===== config.mk =====
export PLATFORM = sky130hd
export DESIGN_NAME = vga_scanout
export DESIGN_NICKNAME = d
export VERILOG_FILES = /design/src/rtl/vga_pkg.sv /design/src/rtl/vga_timing_counter.sv /design/src/rtl/vga_scanout.sv
export SDC_FILE = /design/constraint.sdc
export NUM_CORES = 1
export LEC_CHECK = 0
export ABC_AREA = 1
export ABC_CLOCK_PERIOD_IN_PS = 4700
export CAP_MARGIN = 20
export CORE_MARGIN = 3
export CORE_UTILIZATION = 47
export CTS_CLUSTER_DIAMETER = 120
export CTS_CLUSTER_SIZE = 16
export DETAILED_ROUTE_END_ITERATION = 16
export GPL_ROUTABILITY_DRIVEN = 0
export PLACE_DENSITY = 0.79
export SETUP_SLACK_MARGIN = 0.15
export SLEW_MARGIN = 5
export SYNTH_ARGS = -nofsm -noshare
export SYNTH_HDL_FRONTEND = slang
export SYNTH_SLANG_ARGS = --single-unit

===== constraint.sdc =====
create_clock -name clk -period 4.7 [get_ports clk]
set_input_delay 0.47 -clock clk [delete_from_list [all_inputs] [get_ports clk]]
set_output_delay 0.47 -clock clk [all_outputs]
set_load 0.05 [all_outputs]

===== src/rtl/vga_pkg.sv =====
// Shared VGA timing defaults, image geometry and scan-out state encoding.
package vga_pkg;

    localparam int H_ACTIVE_DEF = 640;
    localparam int H_FP_DEF     = 16;
    localparam int H_SYNC_DEF   = 96;
    localparam int H_BP_DEF     = 48;
    localparam int V_ACTIVE_DEF = 480;
    localparam int V_FP_DEF     = 10;
    localparam int V_SYNC_DEF   = 2;
    localparam int V_BP_DEF     = 33;
    localparam int IMG_X0_DEF   = 192;
    localparam int IMG_Y0_DEF   = 112;

    localparam int IMG_SIZE = 256;
    localparam int CNT_W    = 10;
    localparam int DATA_W   = 8;
    localparam int ADDR_W   = 17;

    typedef enum logic {
        IDLE = 1'b0,
        RUN  = 1'b1
    } state_t;

endpackage


===== src/rtl/vga_timing_counter.sv =====
// Free-running horizontal/vertical raster counter pair with a frame-wrap flag.
module vga_timing_counter
    import vga_pkg::*;
#(
    parameter int H_TOTAL = 800,
    parameter int V_TOTAL = 525
) (
    input  logic             clk,
    input  logic             rst_n,
    input  logic             enable,
    output logic [CNT_W-1:0] h_cnt,
    output logic [CNT_W-1:0] v_cnt,
    output logic             wrap
);

    localparam logic [CNT_W-1:0] H_LAST = CNT_W'(H_TOTAL - 1);
    localparam logic [CNT_W-1:0] V_LAST = CNT_W'(V_TOTAL - 1);

    logic h_last;
    logic v_last;

    assign h_last = (h_cnt == H_LAST);
    assign v_last = (v_cnt == V_LAST);
    assign wrap   = enable && h_last && v_last;

    always_ff @(posedge clk or negedge rst_n) begin
        if (!rst_n) begin
            h_cnt <= '0;
            v_cnt <= '0;
        end else if (enable) begin
            if (h_last) begin
                h_cnt <= '0;
                v_cnt <= v_last ? '0 : v_cnt + 1'b1;
            end else begin
                h_cnt <= h_cnt + 1'b1;
            end
        end
    end

endmodule


===== src/rtl/vga_scanout.sv =====
// 640x480 VGA scan-out of a 256x256 grayscale image with two selectable banks
// and a two-stage output pipeline matched to a 1-cycle registered framebuffer.
module vga_scanout
    import vga_pkg::*;
#(
    parameter int H_ACTIVE = H_ACTIVE_DEF,
    parameter int H_FP     = H_FP_DEF,
    parameter int H_SYNC   = H_SYNC_DEF,
    parameter int H_BP     = H_BP_DEF,
    parameter int V_ACTIVE = V_ACTIVE_DEF,
    parameter int V_FP     = V_FP_DEF,
    parameter int V_SYNC   = V_SYNC_DEF,
    parameter int V_BP     = V_BP_DEF,
    parameter int IMG_X0   = IMG_X0_DEF,
    parameter int IMG_Y0   = IMG_Y0_DEF
) (
    input  logic              clk,
    input  logic              rst,
    input  logic              start,
    input  logic              image_select,
    input  logic [DATA_W-1:0] pix_data,
    output logic [ADDR_W-1:0] pix_addr,
    output logic              hsync,
    output logic              vsync,
    output logic [23:0]       rgb_out,
    output logic              frame_done
);

    localparam int H_TOTAL = H_ACTIVE + H_FP + H_SYNC + H_BP;
    localparam int V_TOTAL = V_ACTIVE + V_FP + V_SYNC + V_BP;

    localparam logic [CNT_W-1:0] HS_LO = CNT_W'(H_ACTIVE + H_FP);
    localparam logic [CNT_W-1:0] HS_HI = CNT_W'(H_ACTIVE + H_FP + H_SYNC - 1);
    localparam logic [CNT_W-1:0] VS_LO = CNT_W'(V_ACTIVE + V_FP);
    localparam logic [CNT_W-1:0] VS_HI = CNT_W'(V_ACTIVE + V_FP + V_SYNC - 1);

    // One extra bit so the window end (origin + 256) cannot overflow.
    localparam logic [CNT_W:0] X_LO = (CNT_W + 1)'(IMG_X0);
    localparam logic [CNT_W:0] X_HI = (CNT_W + 1)'(IMG_X0 + IMG_SIZE);
    localparam logic [CNT_W:0] Y_LO = (CNT_W + 1)'(IMG_Y0);
    localparam logic [CNT_W:0] Y_HI = (CNT_W + 1)'(IMG_Y0 + IMG_SIZE);
    localparam logic [7:0]     X_OFF = 8'(IMG_X0);
    localparam logic [7:0]     Y_OFF = 8'(IMG_Y0);

    function automatic logic [23:0] gray_to_rgb(input logic [DATA_W-1:0] g);
        return {g, g, g};
    endfunction

    state_t            state_q;
    state_t            state_d;
    logic              run;
    logic              bank;
    logic              frame_wrap;
    logic [CNT_W-1:0]  h_cnt;
    logic [CNT_W-1:0]  v_cnt;
    logic              in_image;
    logic              hs_raw;
    logic              vs_raw;
    logic [7:0]        h_off;
    logic [7:0]        v_off;
    logic [ADDR_W-1:0] img_addr;

    logic [ADDR_W-1:0] addr_p1;
    logic              img_p1, vld_p1, hs_p1, vs_p1, done_p1;
    logic              img_p2, vld_p2, hs_p2, vs_p2, done_p2;

    always_ff @(posedge clk or negedge rst) begin
        if (!rst) state_q <= IDLE;
        else      state_q <= state_d;
    end

    always_comb begin
        state_d = state_q;
        case (state_q)
            IDLE:    if (start) state_d = RUN;
            RUN:     state_d = RUN;
            default: state_d = IDLE;
        endcase
    end

    assign run = (state_q == RUN);

    vga_timing_counter #(
        .H_TOTAL (H_TOTAL),
        .V_TOTAL (V_TOTAL)
    ) u_counter (
        .clk    (clk),
        .rst_n  (rst),
        .enable (run),
        .h_cnt  (h_cnt),
        .v_cnt  (v_cnt),
        .wrap   (frame_wrap)
    );

    // Bank only changes where a frame begins, so a frame never mixes banks.
    always_ff @(posedge clk or negedge rst) begin
        if (!rst)
            bank <= 1'b0;
        else if ((state_q == IDLE && start) || frame_wrap)
            bank <= image_select;
    end

    assign in_image = run
                   && ({1'b0, h_cnt} >= X_LO) && ({1'b0, h_cnt} < X_HI)
                   && ({1'b0, v_cnt} >= Y_LO) && ({1'b0, v_cnt} < Y_HI);
    assign h_off    = h_cnt[7:0] - X_OFF;
    assign v_off    = v_cnt[7:0] - Y_OFF;
    assign img_addr = {bank, v_off, h_off};
    assign hs_raw   = !(run && h_cnt >= HS_LO && h_cnt <= HS_HI);
    assign vs_raw   = !(run && v_cnt >= VS_LO && v_cnt <= VS_HI);

    // Stage 1: address to the framebuffer plus raw timing flags.
    always_ff @(posedge clk or negedge rst) begin
        if (!rst) begin
            addr_p1 <= '0;
            img_p1  <= 1'b0;
            vld_p1  <= 1'b0;
            hs_p1   <= 1'b1;
            vs_p1   <= 1'b1;
            done_p1 <= 1'b0;
        end else begin
            if (in_image) addr_p1 <= img_addr;
            img_p1  <= in_image;
            vld_p1  <= run;
            hs_p1   <= hs_raw;
            vs_p1   <= vs_raw;
            done_p1 <= frame_wrap;
        end
    end

    // Stage 2: outputs, aligned with pixel data returned by the framebuffer.
    always_ff @(posedge clk or negedge rst) begin
        if (!rst) begin
            img_p2  <= 1'b0;
            vld_p2  <= 1'b0;
            hs_p2   <= 1'b1;
            vs_p2   <= 1'b1;
            done_p2 <= 1'b0;
        end else begin
            img_p2  <= img_p1;
            vld_p2  <= vld_p1;
            hs_p2   <= hs_p1;
            vs_p2   <= vs_p1;
            done_p2 <= done_p1;
        end
    end

    // The framebuffer's read register is the stage-2 data register.
    assign pix_addr   = addr_p1;
    assign rgb_out    = (vld_p2 && img_p2) ? gray_to_rgb(pix_data) : 24'h0;
    assign hsync      = hs_p2;
    assign vsync      = vs_p2;
    assign frame_done = done_p2;

endmodule


======== Word-level counts from Yosys, hierarchy flattened ========
Cells that the tools add are included.
word-level totals
  logic and storage cells ................. 51
  flip-flop bits (word level) ............. 49
  bits of input ports ..................... 12
cells by class
  mux-type cells .......................... 5
  order comparisons ....................... 8
  reduce and logical (&&, ||, !) cells .... 16
  equality and inequality tests ........... 2
  $add $sub $neg .......................... 4
  bitwise logic cells ..................... 1
operators with widths
  cell                     number
  $mux W24                 1
  $add A10 B1 Y10 const B  2
  $eq A10 B10 Y1 const B   2
  $lt A10 B9 Y1 const B    2
  $mux W10                 2
  $logic_and A1 B1 Y1      12
  $ge A10 B10 Y1 const B   1
  $ge A10 B7 Y1 const B    1
  $ge A10 B8 Y1 const B    1
  $ge A10 B9 Y1 const B    1
  $le A10 B10 Y1 const B   1
  $le A10 B9 Y1 const B    1
  $sub A8 B7 Y8 const B    1
  $sub A8 B8 Y8 const B    1
  $logic_not A1 Y1         2
  $pmux W1 S2              1
  $reduce_and A2 Y1        1
  $logic_or A1 B1 Y1       1
  $mux W1                  1
  $not A1 Y1               1

======== Depth between registers and ports, before layout ========
Gate-level depths: netlist of the first run.
  depth after elaboration ................. 5
  gate-level depth with buffers ........... 10
  mapped depth without buffers ............ 10

======== Cells and area by module ========
Synthesis of the first run repeated with hierarchy kept, for this count alone.
unflattened totals
  cells, all modules ...................... 323
  area, all modules ....................... 2,668.8 µm²
modules (own cells, without submodules)
  module              area each (µm²)  cells each  seq. area each (µm²)  instances
  vga_scanout         1,481.4          164         730.7                 1
  vga_timing_counter  1,187.4          159         500.5                 1

======== Least setup slack after synthesis of the first run ========
Ideal clock, no wire load.
  path type ............................... input port to output port
  start point ............................. input pix_data[2]
  end point ............................... output rgb_out[10]
  arrival time ............................ 1.547 ns
  cell stages on the path ................. 3
  path slack .............................. 2.683 ns
  cell sequence ........................... inv_1 nor2_1 buf_4
on the way
  cells in the longest elaborated chain, start to end .. 1
ends and longest elaborated chain
  element      line                text
  from (decl)  vga_scanout.sv:21   input logic [DATA_W-1:0] pix_data,
  $mux W24     vga_scanout.sv:150  assign rgb_out = (vld_p2 && img_p2) ? gray_to_rgb(pix_data) : 24'h0;
  to (decl)    vga_scanout.sv:25   output logic [23:0] rgb_out,
Every way passes these cells.

======== Final worst setup path of the first run ========
  start point ............................. input pix_data[3]
  end point ............................... output rgb_out[11]
The elaborated chain is that of the path after synthesis.

==> results.md, run 1 <==
- Outcome: finished clean
- Max clock buf depth: 2
- Mapped Cells: 336
- WL/cell: 12.9 um
- Congestion Overflow GR: 0
- Synth unique cells: 26
- Fin nets: 397
- Hold buffer count at CTS: 0
- #FFs+latches synth: 49
- Largest family of logic cells by synthesized area: simple AND/OR/NAND/NOR gates
- Row cnt: 27
- Number of flip-flops in the largest register: 17
- Worst-Margin Slew: 0.510 ns
- Final worst path period share: 0.530
- RSZ-0062 raised after global routing: false
- DRC viols: 0
- Syn avg cell area: 8.07 um^2
- Total CTS buffers: 5
- Synth Net Count: 359
- Mux share of post-synthesis cell area: 0
- # placed instances: 438
- Flop2flop setup slack: 2.65 ns
- PD cells: 262 nW/um^2
- Worst clock skew: 0.00566 ns
- Simple-Gate Fraction of Synth Area: 0.310
- Max-cap violations: 0
- Fin crit period: 2.49 ns
- Worst Path Buf+Inv: 3
- ANT nets after route: 0
- Largest net degree at the start of global routing: 50
- Ys async rst share: 1.00
- Post-DP HPWL: 4.24 mm
- Final number of setup-violating endpoints: 0
- Critical path launch point: pix_data[3]
- Layout cells sized above 1: 0.0613
- Clk pin slew, worst setup/hold paths: 0.09 ns
- Routed wire length: 5.76 mm
- First-pass GRT wire length: 9.61 mm
- Post-route insts no fill: 447
- CP Class: input pin to output port
- DIE HEIGHT: 81.9 um
- Fin. Hold Viols: 0
- Relative slew slack: 0.659
- Post-CTS Resized: 0
- CP Data Arrival Time: 2.02 ns
- Core Region: 5540 um^2
- Crit-path leading delay family: buffers and inverters
- Fill cells: 501
- ANT cells: 0
- IO buf count: 55
- Post-synthesis adder-cell area fraction: 0.0508
- Max H-tree Level: 2
- Worst skew pair latency: 0.30 ns
- Vias: 2,300
- CP peak stage delay: 0.86 ns
- CP Capture Type: output port
- Hold Path Class: input pin to async pin
- Die area: 6710 um^2
- Vias in the first global route: 2,173
- 1st-pass router iterations: 4
- IO Count: 56
- Worst path cell trace: clkdlybuf4s50_1 > inv_1 > nor2_1 > clkdlybuf4s50_1
- Fmax: 401 MHz
- Slowest-stage cell, CP: clkdlybuf4s50_1
- Crit Path Max Fanout: 3
- Worst vdd ir: 0.137 mV
- FF-to-FF Start: u_counter.h_cnt[6]
- Main synth FF type: dfrtp_1
- Most used cell, CP: clkdlybuf4s50_1
- Lkg Pwr: 1.59 nW
- Sequential share of the synthesized area: 0.454
- Post-synthesis cell area: 2710 um^2
- Setup Fix Bufs, Post-CTS: 0
- CP Launch Type: input pin
- Warnings, synthesis: 0
- Iteration-0 DRC Markers: 155
- Starting Density: 0.489
- Setup TNS Final: 0 ns
- Die X: 81.9 um
- Clk root buf: clkbuf_8
- Initial antenna violation count: 0
- CTS tree: built
- Vias per cell: 5.15
- Worst Path Required: 4.23 ns
- Post-synth EDFFs: 0
- Layout area overhead: 20.3%
- GRT Total Usage: 0.187
- Synth Area in Compound Gates: 0.0452
- Fin. max-slew vios: 0
- Post-Synth XOR/XNOR Area: 0.0129
- CTS Sinks: 49
## where the power goes
group	switching (mW)	internal, mW
clock	0.136	0.105
sequential	0.0451	0.447
combinational	0.0720	0.0485
total	0.254	0.601
## cells in the final DEF (no fill, tap or decap), drive strengths merged, types with 2 or more instances in the layout
master,synthesis,final
a21oi,8,8
buf,25,2
clkbuf,0,7
clkdlybuf4s50,0,54
dfrtp,45,45
dfstp,4,4
ha,11,11
inv,41,41
nand2,87,87
nand3,20,20
nand4,25,25
nor2,43,43
nor3,6,6
o21ai,13,13
xor2,3,3
## logic make-up (layout without fill, tap and decap cells)
family / after synthesis / in the layout
AND/OR/NAND/NOR: 184 / 184
buffers and inverters: 66 / 105
flip-flops: 49 / 49
AO/OA/AOI/OAI: 22 / 22
adder cells (fa/ha/maj): 11 / 11
XOR/XNOR: 4 / 4
## cells in the mapped netlist (2+ instances only)
cell     instances  share of area
dfrtp_1         45           0.42
nor3_1           6          0.011
nor2_1          38          0.053
nand3_1         18          0.033
ha_1            11          0.051
inv_1           41          0.057
nor2_2           4         0.0092
buf_6            2         0.0083
buf_2            2         0.0037
buf_4           21          0.058
nand4_1         24          0.055
o21ai_0         12          0.022
dfstp_2          4          0.039
xor2_1           3         0.0097
a21oi_1          8          0.015
nand2_1         87           0.12
## stage by stage
stage                     hold slack, ns  worst slack [ns]   util  area (um^2)  power, mW
after floorplan                    0.174              2.68      -         2710      0.583
after global placement             0.333              2.27  0.570         3160      0.612
after detailed placement           0.336              2.19  0.570         3160      0.619
after CTS                          0.356              2.20  0.585         3240      0.861
after global routing              0.0236              2.17  0.588         3260      0.904
final                             0.0227              2.21  0.588         3260      0.855
## layer usage
layer	vias up	wire, um	track usage
met3	11	473	0.0395
met5	-	0	0
met2	94	2740	0.313
li1	1130	-	-
met4	0	109	0.0880
met1	1065	2430	0.229
## path summary, 6_finish.rpt
kind,cells past startpoint,to
min in group clk,0,img_p2
worst max-delay path,4,rgb_out[11]
worst min-delay path,1,pix_addr[8]
max in group asynchronous,2,hsync
worst min register to register,0,img_p2
worst max register to register,9,u_counter.v_cnt[4]
## cell type report
class	instances	area [um^2]	area share
inverters	41	154	0.0472
multi-input cells	221	1130	0.348
repair buffers	56	566	0.174
flip-flops and latches	49	1230	0.378
well taps	72	90.1	0.0276
clock buffers	7	76.3	0.0234
clock inverters	1	7.51	0.00230
(Power assumes the default switching activity.)
==> run 2: changes to the inputs <==
--- a/config.mk
+++ b/config.mk
@@ -6,15 +6,15 @@
 export NUM_CORES = 1
 export LEC_CHECK = 0
 export ABC_AREA = 1
-export ABC_CLOCK_PERIOD_IN_PS = 4700
+export ABC_CLOCK_PERIOD_IN_PS = 2190
 export CAP_MARGIN = 20
 export CORE_MARGIN = 3
-export CORE_UTILIZATION = 47
+export CORE_UTILIZATION = 46
 export CTS_CLUSTER_DIAMETER = 120
 export CTS_CLUSTER_SIZE = 16
 export DETAILED_ROUTE_END_ITERATION = 16
 export GPL_ROUTABILITY_DRIVEN = 0
-export PLACE_DENSITY = 0.79
+export PLACE_DENSITY = 0.81
 export SETUP_SLACK_MARGIN = 0.15
 export SLEW_MARGIN = 5
 export SYNTH_ARGS = -nofsm -noshare
==> constraint.sdc (replaced) <==
create_clock -name clk -period 2.19 [get_ports clk]
set_input_delay 0.219 -clock clk [delete_from_list [all_inputs] [get_ports clk]]
set_output_delay 0.219 -clock clk [all_outputs]
set_load 0.05 [all_outputs]
==> run 2 against run 1 <==
Net effect:
- clock power grew to 2.7 times the previous value
- worst setup slack worse by 1.8 ns
- clock skew fell by 0.0014 ns
- cell count grew 0.45%
- routed wire length about the same
- critical path depth fell by 3
- final area is 0.54% lower
- first-iteration DRC count shrank 17%
- register-to-register slack got worse by 2.3 ns
- sequential power rose by 120%
- critical path type is now register to output port
- critical endpoint is now hsync
- highest routed layer unchanged
==> results.md, run 2 (synthesis gave the netlist of run 1 again) <==
- Layout cells sized above 1: 0.135
- Commonest non-fill, non-tap cell in the layout: nand2_1
- Lkg Pwr: 1.66 nW
- Initial antenna violation count: 0
- Commonest cells after routing, fill and taps aside: 87 x nand2_1, 45 x dfrtp_1, 41 x inv_1
- Post-DP HPWL: 4.44 mm
- CP Class: register to output port
- Hold Path Class: input pin to async pin
- Crit-path leading delay family: buffers and inverters
- Fmax: 547 MHz
- CTS Sinks: 49
- DRC viols: 0
- Largest net degree at the start of global routing: 50
- WL/cell: 12.8 um
- Iteration-0 DRC Markers: 129
- Relative slew slack: 0.604
- IO buf count: 55
- Fin crit period: 1.83 ns
- Worst clock skew: 0.00430 ns
- Worst Path Buf+Inv: 1
- Fin. max-slew vios: 0
- ANT cells: 0
- Final worst path period share: 0.835
- Layout area overhead: 19.6%
- Pwr Total: 1.97 mW
- ANT nets after route: 0
- CP Data Arrival Time: 1.61 ns
- Row cnt: 27
- Slowest-stage cell, CP: clkdlybuf4s50_1
- Clk pin slew, worst setup/hold paths: 0.09 ns
- Total CTS buffers: 5
- Fill cells: 500
- Fin. Hold Viols: 0
- Crit Path Max Fanout: 1
- # placed instances: 441
- First-pass GRT wire length: 9.56 mm
- Vias in the first global route: 2,106
- Fin nets: 399
- Post-route insts no fill: 449
- Worst Path Required: 1.97 ns
- Die area: 6850 um^2
- Outcome: finished clean
- CP Capture Type: output port
- CP Launch Type: register
- Max H-tree Level: 2
- CP peak stage delay: 0.79 ns
- IO Count: 56
- Max-cap violations: 0
- RSZ-0062 raised after global routing: false
- Worst-Margin Slew: 0.595 ns
- CTS tree: built
- Worst skew pair latency: 0.30 ns
- Vias per cell: 5.14
- Routed wire length: 5.75 mm
- GRT Total Usage: 0.183
- Final number of setup-violating endpoints: 0
- PD cells: 608 nW/um^2
- Die X: 82.8 um
- Worst path cell trace: clkdlybuf4s50_1
- Max clock buf depth: 2
- Number of flip-flops in the largest register: 17
- Congestion Overflow GR: 0
- 1st-pass router iterations: 5
- Worst vdd ir: 0.307 mV
- Clk root buf: clkbuf_8
- Starting Density: 0.483
- Vias: 2,308
- Setup TNS Final: 0 ns
- Core Region: 5610 um^2
- DIE HEIGHT: 82.8 um
-- run 2: cell count changes in the layout (fill, tap and decap cells not counted) --
cell / previous run / this run
clkdlybuf4s50_1: 54 / 30
clkbuf_1: 2 / 0
nand3b_4: 0 / 1
nand3b_2: 1 / 0
bufinv_16: 0 / 1
clkinv_4: 0 / 1
buf_12: 1 / 0
buf_4: 0 / 27
-- run 2: through the flow --
step / setup slack (ns) / utilization / hold slack (ns) / instance area [um^2]
floorplan: 0.464 / - / -0.0766 / 2710
global placement: 0.422 / 0.556 / 0.333 / 3120
detailed placement: 0.341 / 0.556 / 0.335 / 3120
CTS: 0.323 / 0.577 / 0.0211 / 3230
global route: 0.169 / 0.578 / 0.0525 / 3240
finish: 0.361 / 0.578 / 0.00528 / 3240
-- run 2: cell type report --
cell class              instances  area, um^2  area share
clock buffers                   5        68.8      0.0212
flip-flops and latches         49        1230       0.380
clock inverters                 3        46.3      0.0143
well taps                      72        90.1      0.0278
multi-input cells             221        1140       0.353
repair buffers                 58         508       0.157
inverters                      41         154      0.0475
-- run 2: report_power, final --
part | leakage (nW) | total (mW) | internal (mW) | switching (mW)
sequential | 0.641 | 1.06 | 0.960 | 0.102
clock | 0.0543 | 0.648 | 0.342 | 0.306
combinational | 0.963 | 0.259 | 0.101 | 0.158
total | 1.66 | 1.97 | 1.40 | 0.567
-- run 2: what timing repair did --
item	4_1_cts	5_1_grt
hold buffers	0	0
setup buffers	0	0
resized for setup	0	1
setup endpoints to repair	0	15
-- run 2: final timing paths --
path / slack, ns / cells past startpoint / startpoint / end
worst min register to register: 0.35 / 0 / img_p1 / img_p2
max in group asynchronous: 1.79 / 2 / rst / u_counter.v_cnt[3]
min in group clk: 0.35 / 0 / img_p1 / img_p2
worst max-delay path: 0.36 / 1 / hsync / hsync
worst min-delay path: 0.005 / 2 / rst / u_counter.h_cnt[0]
worst max register to register: 0.40 / 7 / u_counter.h_cnt[0] / pix_addr[8]
-- run 2: per-layer routing --
metal	share of wire	GRT usage
met5	0	0
met4	0.011	0.0621
met2	0.48	0.310
met3	0.085	0.0336
met1	0.43	0.233
==> run 3: changes to the inputs <==
--- a/config.mk
+++ b/config.mk
@@ -6,15 +6,15 @@
 export NUM_CORES = 1
 export LEC_CHECK = 0
 export ABC_AREA = 1
-export ABC_CLOCK_PERIOD_IN_PS = 2190
+export ABC_CLOCK_PERIOD_IN_PS = 1900
 export CAP_MARGIN = 20
 export CORE_MARGIN = 3
-export CORE_UTILIZATION = 46
+export CORE_UTILIZATION = 47
 export CTS_CLUSTER_DIAMETER = 120
 export CTS_CLUSTER_SIZE = 16
 export DETAILED_ROUTE_END_ITERATION = 16
 export GPL_ROUTABILITY_DRIVEN = 0
-export PLACE_DENSITY = 0.81
+export PLACE_DENSITY = 0.79
 export SETUP_SLACK_MARGIN = 0.15
 export SLEW_MARGIN = 5
 export SYNTH_ARGS = -nofsm -noshare
==> constraint.sdc (replaced) <==
create_clock -name clk -period 1.9 [get_ports clk]
set_input_delay 0.19 -clock clk [delete_from_list [all_inputs] [get_ports clk]]
set_output_delay 0.19 -clock clk [all_outputs]
set_load 0.05 [all_outputs]
==> run 3 against run 2 <==
Net effect:
- core utilization is 8.3 points higher
- worst setup slack worse by 0.15 ns
- sequential share of layout area is 4.3 points lower
- combinational power increased by 20%
- via count increased by 2.4%
- highest routed layer unchanged
==> results.md, run 3 (synthesis gave the netlist of run 1 again) <==
- Flop2flop setup slack: 0.26 ns
- Critical path depth: 1
- Initial antenna violation count: 0
- Max H-tree Level: 2
- CP Capture Type: output port
- Die X: 81.9 um
- Post-DP HPWL: 4.67 mm
- Congestion Overflow GR: 0
- Max-cap violations: 0
- WL/cell: 13.4 um
- PD cells: 584 nW/um^2
- Fin. Hold Viols: 0
- Worst skew pair latency: 0.30 ns
- Final hold slack: 0.354 ns
- Hold Path Class: register to register
- Fmax: 593 MHz
- DRC viols: 0
- CP Data Arrival Time: 1.50 ns
- Largest net degree at the start of global routing: 50
- Iteration-0 DRC Markers: 162
- Fin nets: 415
- Worst clock skew: 0.00669 ns
- First-pass GRT wire length: 9.86 mm
- Worst setup margin: 0.213 ns
- Worst path cell trace: clkdlybuf4s50_1
- Layout area overhead: 35.2%
- Total CTS buffers: 5
- 1st-pass router iterations: 5
- Clk pin slew, worst setup/hold paths: 0.09 ns
- Commonest non-fill, non-tap cell in the layout: nand2_1
- Crit Path Max Fanout: 2
- Worst-Margin Slew: 0.517 ns
- CTS Sinks: 49
- Vias in the first global route: 2,137
- Number of flip-flops in the largest register: 17
- IO Count: 56
- Clk root buf: clkbuf_8
- Worst Path Required: 1.71 ns
- Vias per cell: 5.08
- Pre-CTS setup slack: 0.250 ns
- Worst r2r dst: u_counter.v_cnt[7]
- Fill cells: 438
- Critical path launch point: pix_addr[7]
- Crit path to: pix_addr[7]
- Worst Path Buf+Inv: 1
- P_int: 1.49 mW
- Comb power frac: 0.146
- Fin crit period: 1.69 ns
- Fin. max-slew vios: 0
- Final number of setup-violating endpoints: 0
- Layout cells sized above 1: 0.181
- Setup TNS Final: 0 ns
- Starting Density: 0.489
- IO buf count: 55
- CTS tree: built
- Core Region: 5540 um^2
- Final worst path period share: 0.888
- Sw Ratio: 0.304
- Die area: 6710 um^2
- Row cnt: 27
- Worst vdd ir: 0.408 mV
- Routed wire length: 6.22 mm
- Slowest-stage cell, CP: clkdlybuf4s50_1
- Crit-path leading delay family: buffers and inverters
- Vias: 2,364
- ANT nets after route: 0
- Placed Area: 3530 um^2
- FF-to-FF Start: u_counter.h_cnt[6]
- CP Class: register to output port
- Commonest cells after routing, fill and taps aside: 86 x nand2_1, 43 x dfrtp_1, 40 x inv_1
- DIE HEIGHT: 81.9 um
- CP peak stage delay: 0.82 ns
- Reg power frac: 0.572
- RSZ-0062 raised after global routing: true
- Max clock buf depth: 2
- ANT cells: 0
- Clock power share: 0.282
- Worst r2r path cells: 10
- Relative slew slack: 0.654
- CP Launch Type: register
- GRT Total Usage: 0.190
- Outcome: finished clean
- Post-route cell area: 3660 um^2
- Sw Pwr: 0.651 mW
- Lkg Pwr: 1.78 nW
run 3: changes by cell type in the layout (fill, tap and decap cells not counted), moves of 2 or more:
cell             previous run  this run
buf_12                      0        25
buf_4                      27        16
clkdlybuf4s50_1            30        28
dfrtp_1                    45        43
dfrtp_2                     0         2
dlygate4sd2_1               0         2
run 3: power by group through the flow:
stage          clock network, mW  registers [mW]  logic (mW)
5_1_grt                    0.670            1.24       0.355
4_1_cts                    0.625            1.22       0.308
3_5_place_dp                   0            1.24       0.301
6_report                   0.605            1.22       0.312
3_3_place_gp                   0            1.23       0.282
2_1_floorplan                  0            1.20       0.248
run 3: worst reg2reg max path: cells and delay by family, from the launching register on:
kind / cells / cell delay, ns
simple gates: 6 / 0.53
flops: 1 / 0.45
fa+ha+maj: 1 / 0.16
buf+inv: 3 / 0.40
run 3: cell type report:
cell class                      instances  area, um^2  area share
Sequential cell                        49        1230       0.337
Multi-Input combinational cell        222        1170       0.318
Timing Repair Buffer                   73         933       0.255
Inverter                               41         154      0.0420
Tap cell                               72        90.1      0.0246
Clock buffer                            6        72.6      0.0198
Clock inverter                          2        15.0     0.00410
run 3: per-stage QoR:
stage	std cells	util	total power, mW
after floorplan	336	-	1.44
after global placement	454	0.637	1.52
after detailed placement	454	0.637	1.54
after global routing	465	0.661	2.26
final	465	0.661	2.14
after CTS	463	0.654	2.15
run 3: layer usage:
layer	wire length, um	part of all wire	GRT usage	up-vias
met5	0	0	0	-
met1	2550	0.41	0.229	1086
met3	554	0.089	0.0515	12
li1	-	-	-	1171
met2	2960	0.48	0.320	95
met4	155	0.025	0.0797	0
run 3: what timing repair did:
action                                 CTS  global route
endpoints found under the hold margin   45             0
cloned                                   0             1
buffers inserted                         0             1
setup endpoints to repair                2            25
pin swaps                                0             2
gates resized for setup                  2             8
hold buffers                             1             0
run 3: worst min-delay path by stage:
stage                       from           end  slack [ns]  cells past startpoint
after global placement       rst  pix_addr[11]        0.19                      2
after CTS                 vld_p1        vld_p2        0.36                      0
final                     vld_p1        vld_p2        0.35                      0
after global routing       hs_p1         hsync        0.36                      0
after detailed placement     rst  pix_addr[11]        0.19                      2
after floorplan              rst          bank       -0.11                      0
